`config.mk`:
```
export PLATFORM = sky130hd
export DESIGN_NAME = div_period_monitor
export DESIGN_NICKNAME = d
export VERILOG_FILES = /design/src/rtl/div_mon_pkg.sv /design/src/rtl/sync2.sv /design/src/rtl/div_period_monitor.sv
export SDC_FILE = /design/constraint.sdc
export NUM_CORES = 1
export LEC_CHECK = 0
export CAP_MARGIN = 20
export CORE_MARGIN = 2
export CORE_UTILIZATION = 40
export CTS_CLUSTER_DIAMETER = 120
export DETAILED_ROUTE_END_ITERATION = 8
export PLACE_DENSITY = 0.64
export SLEW_MARGIN = 20
export SYNTH_ARGS = -nofsm -noshare
export SYNTH_HDL_FRONTEND = slang
export SYNTH_SLANG_ARGS = --single-unit
```
`constraint.sdc`:
```
create_clock -name clk -period 5.1 [get_ports clk]
set_clock_uncertainty 0.05 [all_clocks]
set_input_delay 1.02 -clock clk [delete_from_list [all_inputs] [get_ports clk]]
set_output_delay 1.02 -clock clk [all_outputs]
set_load 0.02 [all_outputs]
```
`src/rtl/div_mon_pkg.sv`:
```
// Shared types and defaults for the divided-clock period monitor.
package div_mon_pkg;

   localparam int unsigned DEF_CNT_W = 8;
   localparam int unsigned GOOD_W    = 4;

   typedef enum logic [1:0] {
      WAIT_RISE = 2'd0,
      IN_HIGH   = 2'd1,
      IN_LOW    = 2'd2
   } mon_state_t;

endpackage

```
`src/rtl/sync2.sv`:
```
// Generic two-flop synchronizer for signals crossing into the clk domain.
module sync2 #(
   parameter int unsigned W = 1
) (
   input  logic         clk,
   input  logic         rst_n,
   input  logic [W-1:0] i_d,
   output logic [W-1:0] o_q
);

   logic [W-1:0] r_s1;
   logic [W-1:0] r_s2;

   always_ff @(posedge clk or negedge rst_n) begin
      if (!rst_n) begin
         r_s1 <= '0;
         r_s2 <= '0;
      end else begin
         r_s1 <= i_d;
         r_s2 <= r_s1;
      end
   end

   assign o_q = r_s2;

endmodule

```
`src/rtl/div_period_monitor.sv`:
```
// Measures high/low durations of a slow square wave, checks each full period
// against expected values and asserts locked after a run of good periods.
module div_period_monitor
   import div_mon_pkg::*;
#(
   parameter int unsigned CNT_W    = DEF_CNT_W,
   parameter int unsigned TOL      = 0,
   parameter int unsigned LOCK_CNT = 4
) (
   input  logic             clk,
   input  logic             rst_n,
   input  logic             sig_in,
   input  logic [CNT_W-1:0] exp_high,
   input  logic [CNT_W-1:0] exp_low,
   output logic [CNT_W-1:0] high_len,
   output logic [CNT_W-1:0] low_len,
   output logic             period_valid,
   output logic             err,
   output logic             locked
);

   localparam logic [CNT_W-1:0]  CNT_MAX = '1;
   localparam logic [CNT_W:0]    TOL_X   = (CNT_W+1)'(TOL);
   localparam logic [GOOD_W-1:0] LOCK_V  = GOOD_W'(LOCK_CNT);

   function automatic logic [CNT_W:0] f_absdiff(input logic [CNT_W-1:0] a,
                                                input logic [CNT_W-1:0] b);
      logic [CNT_W:0] ea;
      logic [CNT_W:0] eb;
      ea = (CNT_W+1)'(a);
      eb = (CNT_W+1)'(b);
      return (ea >= eb) ? (ea - eb) : (eb - ea);
   endfunction

   logic              w_s2;
   logic              r_s3;
   logic [CNT_W-1:0]  r_run_cnt;
   mon_state_t        r_state, w_state_nxt;
   logic [CNT_W-1:0]  r_high_len, w_high_len_nxt;
   logic [CNT_W-1:0]  r_low_len, w_low_len_nxt;
   logic              r_period_valid, w_period_valid_nxt;
   logic              r_err, w_err_nxt;
   logic              r_locked, w_locked_nxt;
   logic [GOOD_W-1:0] r_good_cnt, w_good_cnt_nxt;
   logic              r_high_ok;
   logic              w_edge, w_rise, w_fall, w_timeout, w_low_ok, w_good;

   sync2 #(.W(1)) u_sync (
      .clk   (clk),
      .rst_n (rst_n),
      .i_d   (sig_in),
      .o_q   (w_s2)
   );

   assign w_edge    = w_s2 ^ r_s3;
   assign w_rise    = w_s2 & ~r_s3;
   assign w_fall    = ~w_s2 & r_s3;
   assign w_timeout = (r_run_cnt == CNT_MAX) && !w_edge && (r_state != WAIT_RISE);
   assign w_low_ok  = (r_run_cnt != CNT_MAX) && (f_absdiff(r_run_cnt, exp_low) <= TOL_X);
   assign w_good    = r_high_ok & w_low_ok;

   // Edge history and level-length counter; the high check lags capture by one cycle
   always_ff @(posedge clk or negedge rst_n) begin
      if (!rst_n) begin
         r_s3      <= 1'b0;
         r_run_cnt <= '0;
         r_high_ok <= 1'b0;
      end else begin
         r_s3      <= w_s2;
         r_high_ok <= (r_high_len != CNT_MAX) && (f_absdiff(r_high_len, exp_high) <= TOL_X);
         if (w_edge)
            r_run_cnt <= CNT_W'(1);
         else if (r_run_cnt != CNT_MAX)
            r_run_cnt <= r_run_cnt + CNT_W'(1);
      end
   end

   always_ff @(posedge clk or negedge rst_n) begin
      if (!rst_n) begin
         r_state        <= WAIT_RISE;
         r_high_len     <= '0;
         r_low_len      <= '0;
         r_period_valid <= 1'b0;
         r_err          <= 1'b0;
         r_locked       <= 1'b0;
         r_good_cnt     <= '0;
      end else begin
         r_state        <= w_state_nxt;
         r_high_len     <= w_high_len_nxt;
         r_low_len      <= w_low_len_nxt;
         r_period_valid <= w_period_valid_nxt;
         r_err          <= w_err_nxt;
         r_locked       <= w_locked_nxt;
         r_good_cnt     <= w_good_cnt_nxt;
      end
   end

   // An edge takes priority over a timeout because the captured count is still valid
   always_comb begin
      w_state_nxt        = r_state;
      w_high_len_nxt     = r_high_len;
      w_low_len_nxt      = r_low_len;
      w_period_valid_nxt = 1'b0;
      w_err_nxt          = 1'b0;
      w_good_cnt_nxt     = r_good_cnt;
      case (r_state)
         WAIT_RISE: begin
            if (w_rise)
               w_state_nxt = IN_HIGH;
         end
         IN_HIGH: begin
            if (w_fall) begin
               w_high_len_nxt = r_run_cnt;
               w_state_nxt    = IN_LOW;
            end else if (w_timeout) begin
               w_err_nxt      = 1'b1;
               w_good_cnt_nxt = '0;
               w_state_nxt    = WAIT_RISE;
            end
         end
         IN_LOW: begin
            if (w_rise) begin
               w_low_len_nxt      = r_run_cnt;
               w_period_valid_nxt = 1'b1;
               w_state_nxt        = IN_HIGH;
               if (w_good) begin
                  if (r_good_cnt != LOCK_V)
                     w_good_cnt_nxt = r_good_cnt + GOOD_W'(1);
               end else begin
                  w_good_cnt_nxt = '0;
                  w_err_nxt      = 1'b1;
               end
            end else if (w_timeout) begin
               w_err_nxt      = 1'b1;
               w_good_cnt_nxt = '0;
               w_state_nxt    = WAIT_RISE;
            end
         end
         default: w_state_nxt = WAIT_RISE;
      endcase
      w_locked_nxt = (w_good_cnt_nxt == LOCK_V);
   end

   assign high_len     = r_high_len;
   assign low_len      = r_low_len;
   assign period_valid = r_period_valid;
   assign err          = r_err;
   assign locked       = r_locked;

endmodule

```
# ---- Yosys cells after proc, flatten, opt, wreduce, memory -nomap -nowiden
# Index checks and enable logic that the tools add are counted.
dict set report totals {
  register_bits 37
  in_bits 19
  elab_cells 68
}
dict set report op_classes {
  addsub 6
  magnitude_cmp 4
  n_eq_ne 8
  muxes 22
  bitwise_logic 6
  reduce_logical 10
}
# cell n
set op_table {}
lappend op_table {{8-bit by 8-bit subtractor with 9-bit output} 4}
lappend op_table {{4-bit two-way mux} 5}
lappend op_table {{9-bit by 1-bit <= comparator with 1-bit output, second input constant} 2}
lappend op_table {{9-bit two-way mux} 2}
lappend op_table {{8-bit >= comparator} 2}
lappend op_table {{8-bit two-way mux} 2}
lappend op_table {{8-bit inequality test, second input constant} 2}
lappend op_table {{8-bit by 1-bit adder with 8-bit output, second input constant} 1}
lappend op_table {{8-bit == test, second input constant} 1}
lappend op_table {{2-bit two-way mux} 4}
lappend op_table {{4-bit case mux with 2 select lines} 1}
lappend op_table {{1-bit two-way mux} 6}
lappend op_table {{2-bit case mux with 3 select lines} 1}
lappend op_table {{4-bit by 1-bit adder with 4-bit output, second input constant} 1}
lappend op_table {{4-bit by 3-bit == test with 1-bit output, second input constant} 1}
lappend op_table {{1-bit logical AND} 4}
lappend op_table {{4-bit by 3-bit inequality test with 1-bit output, second input constant} 1}
lappend op_table {{2-bit AND reduction} 2}
lappend op_table {{2-bit nonzero test} 2}
lappend op_table {{1-bit bitwise AND} 3}
lappend op_table {{2-bit by 1-bit == test with 1-bit output, second input constant} 1}
lappend op_table {{2-bit == test, second input constant} 1}
lappend op_table {{2-bit logical NOT} 1}
lappend op_table {{2-bit inequality test, second input constant} 1}
lappend op_table {{4 further kinds} 5}

# ---- Depth between registers and ports, before layout
dict set report depth {
  word_depth 9
  mapped_depth 12
  ltp_nobuf 11
}

# ---- Modules after synthesis
# A second synthesis with hierarchy kept.
dict set report hier_totals {
  hier_cells 404
  area_unflattened_um2 3301.9
}
# module n_inst cells_each area_each_um2 seq_area_each_um2
set by_module_without_submodules {}
lappend by_module_without_submodules {div_period_monitor 1 402 3251.9 875.8}
lappend by_module_without_submodules {sync2 1 2 50.0 50.0}

# ---- Least setup slack after synthesis
# No wires, ideal clock.
dict set report synth_path {
  path_kind {input-to-reg}
  from {input port exp_high[4]}
  to {register r_high_ok}
  arrival_time_ns 3.397
  path_slack_ns 1.559
  stages 11
  path_buffers 0
  path_cell_list {inv_1 -> ha_1 -> a211oi_1 -> nor2_1 -> o21a_1 -> a311oi_4 -> mux2_2 -> nand2_1 -> nand2_1 -> mux2_4 -> nor4b_4}
}
dict set report synth_between {
  elab_chain_len 4
  word_cells_on_any_way 6
}
# item line
set synth_rtl {}
lappend synth_rtl {{start, declared} div_period_monitor.sv:13} ;# input logic [CNT_W-1:0] exp_high,
lappend synth_rtl {{8-bit by 8-bit subtractor with 9-bit output / 8-bit >= comparator (equally long branches)} div_period_monitor.sv:32} ;# return (ea >= eb) ? (ea - eb) : (eb - ea);
lappend synth_rtl {{9-bit two-way mux (*)} div_period_monitor.sv:32}
lappend synth_rtl {{9-bit by 1-bit <= comparator with 1-bit output (*)} div_period_monitor.sv:70} ;# r_high_ok <= (r_high_len != CNT_MAX) && (f_absdiff(r_high_len, exp_high) <= TOL_X);
lappend synth_rtl {{1-bit logical AND (*)} div_period_monitor.sv:70}
lappend synth_rtl {{end signal, assigned} div_period_monitor.sv:70}
lappend synth_rtl {{end, declared} div_period_monitor.sv:45} ;# logic r_high_ok;
# Mark *: on every way between the ends. The rest lies on a longest branch, timed or not.
# A chain may end at the register's enable or synchronous reset.

# ---- Worst setup path after layout
dict set report layout_path {
  from {input port exp_low[4]}
  to {register r_locked, in the netlist locked}
}
dict set report layout_between {
  elab_chain_len 9
  word_cells_on_any_way 11
}
# item line
set layout_rtl {}
lappend layout_rtl {{start, declared} div_period_monitor.sv:14} ;# input logic [CNT_W-1:0] exp_low,
lappend layout_rtl {{8-bit by 8-bit subtractor with 9-bit output / 8-bit >= comparator (equally long branches)} div_period_monitor.sv:32}
lappend layout_rtl {{9-bit two-way mux (*)} div_period_monitor.sv:32}
lappend layout_rtl {{9-bit by 1-bit <= comparator with 1-bit output (*)} div_period_monitor.sv:59} ;# assign w_low_ok = (r_run_cnt != CNT_MAX) && (f_absdiff(r_run_cnt, exp_low) <= TOL_X);
lappend layout_rtl {{1-bit logical AND (*)} div_period_monitor.sv:59}
lappend layout_rtl {{1-bit bitwise AND (*)} div_period_monitor.sv:60} ;# assign w_good = r_high_ok & w_low_ok;
lappend layout_rtl {{4-bit two-way mux (*)} div_period_monitor.sv:126} ;# if (w_good) begin
lappend layout_rtl {{4-bit two-way mux (*)} div_period_monitor.sv:122} ;# if (w_rise) begin
lappend layout_rtl {{4-bit case mux with 2 select lines (*)} div_period_monitor.sv:106} ;# case (r_state)
lappend layout_rtl {{4-bit by 3-bit == test with 1-bit output (*)} div_period_monitor.sv:141} ;# w_locked_nxt = (w_good_cnt_nxt == LOCK_V);
lappend layout_rtl {{net w_locked_nxt} div_period_monitor.sv:43} ;# logic r_locked, w_locked_nxt;
lappend layout_rtl {{end signal, assigned} div_period_monitor.sv:93} ;# r_locked <= w_locked_nxt;
lappend layout_rtl {{end, declared} div_period_monitor.sv:43}
# Mark *: on every way through the listed nets, which the timed path passes. The rest lies on a longest branch.

==> reports/qor.json <==
{
  "clocking": {
    "cts_tree": "yes",
    "number_of_clock_buffers_inserted_by_tritoncts": 5,
    "cts.reportedPaths.clkPinSlew_ns": 0.07,
    "clk_latency_worst_skew_pair_ns": 0.29,
    "cts_root_buf": "sky130_fd_sc_hd__clkbuf_8",
    "htree_levels": 2,
    "cts-root-to-sink-buffers": 2,
    "post_cts.resized_instances": 0,
    "post_cts.repair.setup_buffers": 0,
    "cts_hold_repair.buffers": 0,
    "clock-sinks": 37
  },
  "sta": {
    "relative_slew_margins": 0.464,
    "finalHoldViolCount": 0,
    "hold_slack_ns": 0.310,
    "finalSetupViolCount": 0,
    "post-route-period-util": 0.798,
    "achievable-frequency_mhz": 246,
    "grt_setup_unrepaired": "false",
    "timing.setup.tns_ns": 0,
    "worst-slew-pin-transition_ns": 0.804,
    "layout_min_cycle_time_ns": 4.07,
    "slew_viol_final": 0
  },
  "pwr": {
    "netSwitchingFraction": 0.398,
    "leakage_nw": 1.67,
    "share_clk_of_total_power": 0.193,
    "ir_worst_vdd_mv": 0.158,
    "share_comb_of_total_power": 0.455,
    "power_density_nw_per_um2": 278,
    "total_switching_power_mw": 0.412,
    "p_int_mw": 0.623,
    "seqPwrFrac": 0.352
  },
  "placed_design": {
    "portBuffers": 37,
    "hpwlAfterDp_um": 6100,
    "finalWeightedCongestion": 0.948
  },
  "route": {
    "drcViolationCount": 0,
    "avgViaCountPerCell": 5.35,
    "drt_first_pass_iters": 4,
    "drt_iter0_drc": 123,
    "antenna_left": 0,
    "wl_per_cell_um": 14.4,
    "wl_um": 7620,
    "via_count": 2841
  },
  "worst_setup_path": {
    "crit_arrival_ns": 4.22,
    "ff2ff_setup_slack_ns": 1.79,
    "timing.critical_path.required_ns": 5.25,
    "crit_path_launch_type": "input pin",
    "ff2ff_path_depth": 10,
    "r2r_end": "locked",
    "critical_path.endpoint_type": "flop",
    "critPathKind": "in2reg",
    "worst-path-max-fanout": 13,
    "r2r-start": "r_run_cnt[4]"
  },
  "logic_synthesis": {
    "synth_enable_flop_cells": 0,
    "synth_nets": 454,
    "yosys.cell_types.count": 56,
    "yosysSeqAreaShare": 0.290,
    "synth.top_cell.area_share": 0.290,
    "ys_dominant_reg_cell": "sky130_fd_sc_hd__dfrtp_1",
    "synth.largest_area_cell": "sky130_fd_sc_hd__dfrtp_1",
    "synth.area.top_cells": "sky130_fd_sc_hd__dfrtp_1 29%, sky130_fd_sc_hd__ha_1 16%, sky130_fd_sc_hd__o21ai_0 6.6%",
    "postSynth.asyncResetShare": 1.00,
    "yosysWarningCount": 0,
    "ys_ff_latch": 37,
    "synthCells": 394,
    "post_synth_instance_area_sq_um": 3190,
    "synthesis.area_per_instance_sq_um": 8.10
  },
  "die": {
    "die_width_um": 93.3,
    "die-area_sq_um": 8710,
    "placeableCoreArea_sq_um": 7730,
    "num_io_pins": 38,
    "die_height_um": 93.3,
    "placement_rows": 32,
    "initial_core_util": 0.413
  },
  "global_route": {
    "grt_overflow_total": 0,
    "antenna_violations_before_repair": 0,
    "via_count_of_the_first_global_routing_pass": 2751,
    "grt_start_max_net_pins": 38,
    "groute.usage.overall": 0.186,
    "grt_pass1_wl_um": 13000
  },
  "worst_hold_path": {
    "hold_path.class": "reg2reg",
    "hold-path-cell-count": 0,
    "holdCritStartpoint": "u_sync.r_s1",
    "hold-path-endpoint": "u_sync.o_q"
  },
  "final_layout": {
    "synthToLayoutAreaGrowth_pct": 16.6,
    "filler_cells": 744,
    "post_route_cells_drive_above_1_share": 0.0443,
    "register_area_sq_um": 926,
    "design.final.nets": 488,
    "antenna_cells": 0,
    "multi_input_comb_area_sq_um": 2030
  },
  "flow_run": {
    "maxCapViolations": 0
  },
  "run_status": {
    "status": "finished clean"
  }
}
## worst max-delay path by stage
stage,start,end,slack [ns]
5_1_grt,exp_high[4],r_high_ok,0.81
4_1_cts,exp_low[4],locked,1.08
6_report,exp_low[4],locked,1.03
3_3_place_gp,exp_high[4],r_high_ok,0.89
3_5_place_dp,exp_high[4],r_high_ok,0.79
2_1_floorplan,exp_high[4],r_high_ok,1.56
## routing by layer
layer | wire [um] | up-vias | global-route usage
met5 | 0 | - | 0
met4 | 154 | 0 | 0.0625
met3 | 352 | 14 | 0.0346
met2 | 3600 | 61 | 0.318
met1 | 3510 | 1317 | 0.237
li1 | - | 1449 | -
## registers in the layout, indices dropped and copies added (netlist names)
name and flops:
r_run_cnt 8, r_good_cnt 4, high_len 8, r_high_ok 1, u_sync.r_s1 1, r_s3 1
period_valid 1, r_state 2, locked 1, err 1, u_sync.o_q 1, low_len 8
## logic make-up after synthesis
family                     after synthesis  synth area share
AOI/OAI and AO/OA                      105             0.213
xor gates and xnor gates                 9            0.0247
adders and majority gates               41             0.161
buffers and inverters                   61            0.0741
DFF                                     37             0.290
muxes                                    9            0.0310
and+or+nand+nor                        132             0.207
## cells in the mapped netlist, drive strengths merged, types with 9 or more instances
cell type / n
inv: 51
nand2: 51
o21ai: 43
ha: 41
dfrtp: 37
a21oi: 19
nor2: 16
nor3: 16
nor2b: 10
nand3: 9
## stage by stage
step	utilization	power (mW)	area, sq um	worst slack [ns]	cells
CTS	0.482	1.04	3720	1.08	531
finish	0.482	1.03	3720	1.03	531
global placement	0.471	0.829	3640	0.889	523
floorplan	-	0.690	3190	1.56	394
detailed placement	0.471	0.840	3640	0.787	523
global route	0.482	1.12	3720	0.806	531
## cell type report
class                   instances  area share
multi-input cells             296       0.545
flip-flops and latches         37       0.249
repair buffers                 37      0.0982
inverters                      51      0.0514
well taps                     102      0.0343
clock buffers                   6      0.0195
clock inverters                 2     0.00269
## layout by cell type (no fill, tap or decap), types with 3 or more instances in the layout
cell type and instances:
sky130_fd_sc_hd__a31oi_1 5, sky130_fd_sc_hd__and3_1 3, sky130_fd_sc_hd__inv_1 50, sky130_fd_sc_hd__o21ai_0 42
sky130_fd_sc_hd__clkdlybuf4s50_1 36, sky130_fd_sc_hd__nor2b_1 10, sky130_fd_sc_hd__nor3_1 16, sky130_fd_sc_hd__ha_1 41
sky130_fd_sc_hd__nor2_1 16, sky130_fd_sc_hd__and2_1 6, sky130_fd_sc_hd__xnor2_1 6, sky130_fd_sc_hd__nor4_1 5
sky130_fd_sc_hd__o31ai_1 3, sky130_fd_sc_hd__nand4_1 6, sky130_fd_sc_hd__xor2_1 3, sky130_fd_sc_hd__a211oi_1 3
sky130_fd_sc_hd__mux2_2 3, sky130_fd_sc_hd__nand3_1 9, sky130_fd_sc_hd__nand2_1 51, sky130_fd_sc_hd__clkbuf_8 5
sky130_fd_sc_hd__a21oi_1 19, sky130_fd_sc_hd__mux2i_1 5, sky130_fd_sc_hd__dfrtp_1 37
## power by group through the flow
stage	clock, mW	sequential [mW]	combinational, mW
2_1_floorplan	0	0.387	0.303
4_1_cts	0.206	0.366	0.469
6_report	0.200	0.364	0.470
3_3_place_gp	0	0.369	0.459
3_5_place_dp	0	0.372	0.468
5_1_grt	0.217	0.370	0.530
## critical path: stages
cell	delay (ns)
sky130_fd_sc_hd__clkdlybuf4s50_1	0.48
sky130_fd_sc_hd__inv_1	0.05
sky130_fd_sc_hd__ha_1	0.45
sky130_fd_sc_hd__a21oi_1	0.26
sky130_fd_sc_hd__nor2_1	0.08
sky130_fd_sc_hd__a22o_1	0.24
sky130_fd_sc_hd__a221o_1	0.30
sky130_fd_sc_hd__nor4_1	0.27
sky130_fd_sc_hd__a31oi_1	0.15
sky130_fd_sc_hd__a211o_1	0.36
sky130_fd_sc_hd__a221o_1	0.33
sky130_fd_sc_hd__nor4_2	0.24
(Power assumes the default switching activity.)
